<file path="src/rtl/encode_token.sv">
// encode_token: LZS token encoder. Turns literal / match / end-of-stream
// tokens into right-aligned code beats (MSB transmitted first). A match
// emits an offset beat, then a length code, then zero or more 4-bit
// extension beats for long lengths.
module encode_token #(
  parameter int OFF_W = 11,
  parameter int LEN_W = 8
) (
  input  logic             clk,
  input  logic             rst,
  input  logic             tok_valid,
  output logic             tok_ready,
  input  logic [1:0]       tok_type,
  input  logic [7:0]       tok_lit,
  input  logic [OFF_W-1:0] tok_off,
  input  logic [LEN_W-1:0] tok_len,
  output logic [12:0]      cnt_output,
  output logic [3:0]       cnt_len,
  output logic             cnt_output_enable,
  output logic             cnt_finish
);

  typedef enum logic [1:0] {IDLE, LEN, EXT, FIN} state_t;

  typedef struct packed {
    logic [12:0] code;
    logic [3:0]  len;
  } beat_t;

  localparam logic [LEN_W-1:0] L2  = LEN_W'(2);
  localparam logic [LEN_W-1:0] L4  = LEN_W'(4);
  localparam logic [LEN_W-1:0] L5  = LEN_W'(5);
  localparam logic [LEN_W-1:0] L7  = LEN_W'(7);
  localparam logic [LEN_W-1:0] L8  = LEN_W'(8);
  localparam logic [LEN_W-1:0] L15 = LEN_W'(15);

  state_t           state, state_nxt;
  logic [LEN_W-1:0] len_q, len_nxt;
  logic [LEN_W-1:0] rem_q, rem_nxt;
  logic             beat_en;
  beat_t            beat;
  logic             accept;
  logic [10:0]      off11;

  // Tokens are only taken between codes, and never after the end marker.
  assign tok_ready = (state == IDLE) && !cnt_finish;
  assign accept    = tok_valid && tok_ready;
  // Offset code field is fixed at 11 bits regardless of OFF_W.
  assign off11     = 11'(tok_off);

  // Next-state and next-beat selection.
  always_comb begin
    state_nxt = state;
    len_nxt   = len_q;
    rem_nxt   = rem_q;
    beat_en   = 1'b0;
    beat      = '{code: cnt_output, len: cnt_len};
    case (state)
      IDLE: begin
        if (accept) begin
          case (tok_type)
            2'b00: begin
              beat_en = 1'b1;
              beat    = '{code: {5'b0, tok_lit}, len: 4'd9};
            end
            2'b01: begin
              // Lengths 0/1 are not encodable; treat them as the minimum.
              len_nxt   = (tok_len < L2) ? L2 : tok_len;
              beat_en   = 1'b1;
              state_nxt = LEN;
              // Offset 0 is passed through and collides with the end marker.
              if (off11 < 11'd128)
                beat = '{code: {4'b0, 2'b11, off11[6:0]}, len: 4'd9};
              else
                beat = '{code: {2'b10, off11}, len: 4'd13};
            end
            2'b10: begin
              beat_en   = 1'b1;
              beat      = '{code: {4'b0, 9'b110000000}, len: 4'd9};
              state_nxt = FIN;
            end
            default: ; // reserved type: swallowed without output
          endcase
        end
      end
      LEN: begin
        beat_en   = 1'b1;
        state_nxt = IDLE;
        if (len_q <= L4) begin
          beat = '{code: {11'b0, 2'(len_q - L2)}, len: 4'd2};
        end else if (len_q <= L7) begin
          beat = '{code: {9'b0, 2'b11, 2'(len_q - L5)}, len: 4'd4};
        end else begin
          beat      = '{code: 13'hF, len: 4'd4};
          rem_nxt   = len_q - L8;
          state_nxt = EXT;
        end
      end
      EXT: begin
        beat_en = 1'b1;
        // All-ones nibbles continue the run; any smaller nibble (incl. 0) ends it.
        if (rem_q >= L15) begin
          beat    = '{code: 13'hF, len: 4'd4};
          rem_nxt = rem_q - L15;
        end else begin
          beat      = '{code: {9'b0, rem_q[3:0]}, len: 4'd4};
          state_nxt = IDLE;
        end
      end
      FIN: ; // terminal until reset
      default: state_nxt = IDLE;
    endcase
  end

  // State, length/remainder and registered output beat.
  always_ff @(posedge clk or negedge rst) begin
    if (!rst) begin
      state             <= IDLE;
      len_q             <= '0;
      rem_q             <= '0;
      cnt_output        <= '0;
      cnt_len           <= '0;
      cnt_output_enable <= 1'b0;
      cnt_finish        <= 1'b0;
    end else begin
      state             <= state_nxt;
      len_q             <= len_nxt;
      rem_q             <= rem_nxt;
      cnt_output_enable <= beat_en;
      if (beat_en) begin
        cnt_output <= beat.code;
        cnt_len    <= beat.len;
      end
      // Rises the cycle after the end-marker beat and sticks until reset.
      cnt_finish <= cnt_finish | (state == FIN);
    end
  end

endmodule

</file>
<file path="config.mk">
export PLATFORM = sky130hd
export DESIGN_NAME = encode_token
export DESIGN_NICKNAME = d
export VERILOG_FILES = /design/src/rtl/encode_token.sv
export SDC_FILE = /design/constraint.sdc
export NUM_CORES = 1
export LEC_CHECK = 0
export ABC_AREA = 1
export BUFFER_PORTS_ARGS = -buffer_cell sky130_fd_sc_hd__buf_2
export CAP_MARGIN = 25
export CORE_AREA = 2 2 71 73
export CTS_CLUSTER_SIZE = 14
export DETAILED_ROUTE_END_ITERATION = 8
export DIE_AREA = 0 0 73 75
export PLACE_DENSITY_LB_ADDON = 0.3
export SYNTH_ARGS = -nofsm -noshare
export SYNTH_HDL_FRONTEND = slang
export SYNTH_SLANG_ARGS = --single-unit
</file>
<file path="constraint.sdc">
create_clock -name clk -period 1.4 [get_ports clk]
set_input_delay 0.21 -clock clk [delete_from_list [all_inputs] [get_ports clk]]
set_output_delay 0.21 -clock clk [all_outputs]
set_load 0.02 [all_outputs]
</file>
==> results of run 1 <==
## cells in the final DEF, fill, tap and decap left out, types with 7 or more instances in the layout
cell type	Yosys	layout
dfrtp_1	35	35
inv_2	6	8
buf_2	3	49
nand2_1	80	52
nor2_4	2	8
a21oi_1	8	7
nand3_1	21	15
a22o_1	7	7
buf_6	1	9
buf_4	2	39
nand2_2	1	24
o21ai_0	27	13
o21ai_1	9	19
inv_1	34	30
nor2_1	20	15
## state kept, by name, summed over array words and instances, names as in the netlist
name,count
cnt_finish,1
cnt_len,3
cnt_output,12
cnt_output_enable,1
len_q,8
rem_q,8
state,2
## cell families (layout without fill, tap and decap cells)
group,Yosys count,in the layout
buffers and inverters,49,153
AOI/OAI and AO/OA,57,57
other,1,1
and+or+nand+nor,139,139
adders and majority gates,11,11
DFF,35,35
## path summary, 6_finish.rpt
| kind | startpoint | to | slack [ps] | cells after the start |
|---|---|---|---|---|
| setup / recovery | state[0] | tok_ready | -150 | 6 |
| setup reg to reg | state[0] | cnt_output[3] | -90 | 8 |
| min in group asynchronous | rst | cnt_finish | 380 | 2 |
| hold / removal | tok_len[6] | len_q[6] | 150 | 3 |
| max in group asynchronous | rst | rem_q[3] | 570 | 3 |
| hold reg to reg | cnt_output[3] | cnt_output[3] | 480 | 2 |
## timing repair
| action | 4_1_cts | 5_1_grt |
|---|---|---|
| setup endpoints to repair | 27 | 35 |
| cloned | 1 | 1 |
| gates resized for setup | 33 | 66 |
| hold buffers | 1 | 0 |
| hold endpoints to repair | 16 | 0 |
| pin swaps | 13 | 14 |
| setup buffers | 3 | 5 |
## per-stage QoR
step           hold WS, ps  TNS [ps]  instance area, um^2
3_5_place_dp         163.8     -2804                 2835
5_1_grt              171.5     -5013                 3346
6_report             148.2     -1712                 3346
2_1_floorplan       -85.59    -64.52                 2218
4_1_cts              137.1     -1169                 3105
3_3_place_gp         158.3     -1970                 2835
## power groups by stage
stage	registers [mW]	clock network (mW)	logic, mW
floorplan	1.68	0	2.06
global placement	1.57	0	3.52
detailed placement	1.58	0	3.57
CTS	1.57	0.925	4.10
global route	1.65	0.954	5.25
finish	1.62	0.912	4.81
## worst min-delay path, cell delays in order
cell	delay (ps)
buf_2	80
nand2_1	40
o21ai_1	60
## area by class of cell
cell class	count	area, um^2
Multi-Input combinational cell	208	1410
Fill cell	331	1315
Sequential cell	35	875.8
Timing Repair Buffer	100	689.4
Inverter	43	175.2
Clock buffer	5	68.82
Tap cell	54	67.56
Clock inverter	3	43.79
Timing Repair inverter	2	15.01
## routing by layer
| layer | vias up | share of wire (%) |
|---|---|---|
| met5 | - | 0 |
| met4 | 0 | 0.96 |
| met3 | 6 | 4.0 |
| met2 | 52 | 52 |
| met1 | 1090 | 43 |
| li1 | 1154 | - |
==> results.toml, run 1 <==
[yosys]
synth_top_family_by_area = "simple AND/OR/NAND/NOR gates"
avgSynthCellArea_um2 = 7.499
synth_edf_count = 0
syn_nets = 335
seq_area_frac_synth_pct = 40.00
synth_most_common_cell = "nand2_1"
netlist_area_um2 = 2190
ys.flop_type = "dfrtp_1"
netlist_instances = 292
synthArstFlopShare_pct = 100.0
synth_top_area_cell = "dfrtp_1"
yosysTopAreaCellShare_pct = 40.00
ys_top_cells_by_count = "nand2_1 (80), dfrtp_1 (35), inv_1 (34)"
synthSimpleGateAreaFrac_pct = 28.86
synth_xor_area_share_pct = 0
synth_area_leaders = "dfrtp_1 (40%), nand2_1 (14%), ha_1 (6.3%)"
ys_ff_latch = 35
synth_cell_type_count = 31
synth_mux_area_share_pct = 0
synth-adder-area-share_pct = 6.286
synth_compound_area_share_pct = 15.20
yosys_warnings = 0

[floorplan]
io_pins = 52
die-area_um2 = 5475
core-area_um2 = 4661
initial_core_util_pct = 46.98
die_h_um = 75
num_rows = 25
die-width_um = 73

[global_route]
antenna_found_initial = 0
grt-ovfl-total = 0
met2_usage_pct = 37.94
grt_pass1_wl_um = 9356
grt_util_met1_pct = 27.54
grtUsageMet3_pct = 3.748
grt_usage_pct = 21.76
busiest_layer = "met2"
grt_max_degree = 20
grt_pass1_vias = 2150

[worst_setup_path]
crit_buf_inv = 4
crit_chain = "inv_2, ha_4, inv_4, buf_6, nor2_4, buf_6"
crit_path_start_kind = "flop"
required_ps = 1190
cp_slowest_stage_delay_ps = 390
crit_top_cell = "buf_6"
slowest_stage = "dfrtp_1"
path_class = "reg2out"
cp.arrival_ps = 1340
path_max_fanout = 3
cp_top_family = "flip-flops"
end_kind = "output port"

[route]
drt_wl_total_um = 5915
wl_per_cell_um = 13.14
drc_errors = 0
dr.pass1.iters = 4
vias = 2302
via_per_inst = 5.116
drt_iter0_markers = 138
postRouteAntennaNets = 0

[cts]
clk_pin_slew_ps = 70
clk_latency_ps = 290
numCtsBuffers = 5
ctsRootBufferMaster = "clkbuf_8"
clk_path_buf_depth = 2
cts.sinks = 35
tritoncts = "done"
htreeDepth = 2

[power]
power_mw = 7.345
power_frac_clock_pct = 12.4
seq_power_share_pct = 22.1
p_per_area_nw_per_um2 = 2195
p_leak_nw = 1.720
intPower_mw = 4.032
p_comb_share_pct = 65.5
max-vdd-ir-drop_uv = 1594
switchingPower_mw = 3.313
sw_frac_of_total_pct = 45.11

[placement]
place_ws_ps = -155.5
io_buffers = 50
gp_congestion = 0.8589
dp_hpwl_um = 3965
dp.cells = 432

[sta]
finalCritPeriodShare_pct = 110.9
finClkSkew_ps = 3.894
rsz0062_at_grt = "yes"
finalSetupViolCount = 33
drv_slew = 0
fin_ws_ps = -153.2
min_period_ps = 1553
report.final.hold_viol_count = 0
clock.fmax_mhz = 643.8

[min_path]
hp-class = "in2reg"

[finish]
fin_cells = 450
drive_gt1_share_pct = 47.47
antenna-diode-count = 0
utilization_pct = 71.79
finalNetCount = 438
area_growth_pct = 52.80

[outcome]
violations = "negative setup slack"
outcome = "complete, but fails checks"

[flow_run]
drv_cap = 0
No activity file was read; power rests on OpenSTA's default activity.
==> run 2: changes to the inputs <==
--- a/config.mk
+++ b/config.mk
@@ -13,6 +13,7 @@
 export DETAILED_ROUTE_END_ITERATION = 8
 export DIE_AREA = 0 0 73 75
 export PLACE_DENSITY_LB_ADDON = 0.3
+export REMOVE_ABC_BUFFERS = 1
 export SYNTH_ARGS = -nofsm -noshare
 export SYNTH_HDL_FRONTEND = slang
 export SYNTH_SLANG_ARGS = --single-unit
==> run 2 against run 1 <==
Effect of this change:
- the run still ends with negative setup slack left
- critical endpoint is now cnt_output[1]
- sequential share of layout area is 0.69 points higher
- register-to-register slack worse by 30 ps
- core utilization is 1.9 points lower
- total power is 2.7% lower
- clock power is 5.4% higher
- count of clock-buffer cells in the layout is 1 higher
- critical path depth is 3 higher
- largest power group unchanged
- cell area is 2.6% lower
- cell count is 0.22% higher
- die area stayed put
- clock skew is 0.98 ps higher
- via count is 2.4% higher
- largest cell class unchanged
==> results.toml, run 2 (same netlist as run 1, synthesis figures left out) <==
[placement]
gp_congestion = 0.8501
placed_cell_area_um2 = 2809
io_buffers = 50
place_ws_ps = -203.3
dp.cells = 434
dp_hpwl_um = 4101

[worst_setup_path]
crit_top_cell = "nor2_1"
cp_slowest_stage_delay_ps = 400
worstReg2RegEnd = "cnt_output[1]"
path_class = "reg2reg"
end_kind = "flop"
path_max_fanout = 5
reg2reg_depth = 9
required_ps = 1630
r2r_start = "state[1]"
crit_buf_inv = 2
cp.arrival_ps = 1760
rrSetupSlack_ps = -120
cp_top_family = "simple AND/OR/NAND/NOR gates"
crit_path_start_kind = "flop"
crit_chain = "inv_2, ha_4, nand3_4, nor2_1, nand4_4, buf_6, nor2_4, nor2_1, nand2_1"
slowest_stage = "dfrtp_1"

[cts]
ctsRootBufferMaster = "clkbuf_8"
clk_path_buf_depth = 2
clk_pin_slew_ps = 80
htreeDepth = 2
tritoncts = "done"
numCtsBuffers = 5
clk_latency_ps = 290
cts.sinks = 35

[sta]
report.final.hold_viol_count = 0
fin_ws_ps = -122.4
drv_slew = 0
fin_tns_setup_ps = -1585
min_period_ps = 1522
finalCritPeriodShare_pct = 108.7
finalSetupViolCount = 24
rsz0062_at_grt = "yes"
finClkSkew_ps = 4.874
clock.fmax_mhz = 656.9

[floorplan]
num_rows = 25
die_h_um = 75
io_pins = 52
initial_core_util_pct = 46.98
die-area_um2 = 5475
die-width_um = 73
core-area_um2 = 4661

[finish]
top_register = "cnt_output"
drive_gt1_share_pct = 44.58
fin_area_um2 = 3259
antenna-diode-count = 0
utilization_pct = 69.93
top_regs = "cnt_output x12, len_q x8, rem_q x8"
finalNetCount = 439
layout_commonest_cell = "nand2_1"
fin_cells = 451
largest_reg_flops = 12
layout_common_cells = "nand2_1 (68), buf_2 (50), buf_4 (43)"
area_growth_pct = 48.86

[power]
p_per_area_nw_per_um2 = 2194
max-vdd-ir-drop_uv = 2034
p_leak_nw = 1.693

[min_path]
whs_path_depth = 3
hp-class = "in2reg"
hold_path_end = "len_q[7]"
min_from = "tok_len[7]"

[global_route]
grt-ovfl-total = 0
grt_usage_pct = 23.62
antenna_found_initial = 0
grt_max_degree = 22
grt_pass1_vias = 2264
grt_pass1_wl_um = 10050

[route]
postRouteAntennaNets = 0
vias = 2358
wl_per_cell_um = 14.20
drt_iter0_markers = 132
dr.pass1.iters = 4
via_per_inst = 5.228
drc_errors = 0
drt_wl_total_um = 6402

[flow_run]
drv_cap = 0

[outcome]
violations = "negative setup slack"
outcome = "complete, but fails checks"
==> run 2: final cells by class <==
cell class / instances / area [um^2]
multi-input combinational: 209 / 1350
timing repair inverter: 2 / 16.27
timing repair buffer: 100 / 659.4
tap: 54 / 67.56
clock inverter: 2 / 35.03
inverter: 43 / 172.7
fill: 335 / 1401
clock buffer: 6 / 82.58
sequential: 35 / 875.8
==> run 2: metal layers <==
| layer | share of wire [%] | up-vias | track usage, % |
|---|---|---|---|
| met3 | 3.1 | 20 | 3.882 |
| met2 | 53 | 61 | 43.24 |
| li1 | - | 1153 | - |
| met4 | 2.4 | 0 | 6.584 |
| met5 | 0 | - | 0 |
| met1 | 41 | 1124 | 28.69 |
==> run 2: how the worst max path moves through the flow <==
stage,start,endpoint,slack (ps),cells past startpoint
2_1_floorplan,state[0],rem_q[5],-120,7
3_5_place_dp,state[0],cnt_output[9],-200,8
4_1_cts,state[0],cnt_len[1],-100,8
5_1_grt,state[1],cnt_output[1],-200,10
3_3_place_gp,tok_type[1],cnt_output[1],-160,12
6_report,state[1],cnt_output[1],-120,9
==> run 2: per-stage QoR <==
step / hold slack (ps) / power, mW
final: 139.5 / 7.150
after global placement: 141.9 / 4.840
after detailed placement: 148.9 / 4.915
after CTS: 144.4 / 6.608
after global routing: 150.2 / 7.622
after floorplan: -85.59 / 3.577
==> run 2: power by group <==
part	leakage [nW]	internal [mW]	switching [mW]
Clock	0.0612	0.576	0.384
Sequential	0.436	1.36	0.215
Combinational	1.20	1.93	2.68
Total	1.69	3.87	3.28
==> run 2: timing repair <==
item / in CTS / in global routing
hold buffers: 1 / 0
buffers inserted: 3 / 1
endpoints found under the setup margin: 33 / 35
pin swaps: 23 / 11
endpoints found under the hold margin: 14 / 0
resized for setup: 51 / 29
cloned: 2 / 2
==> run 2: tightest hold or removal path: stages <==
cell and delay, ps:
buf_2 80, nand2_1 40, o21ai_0 50
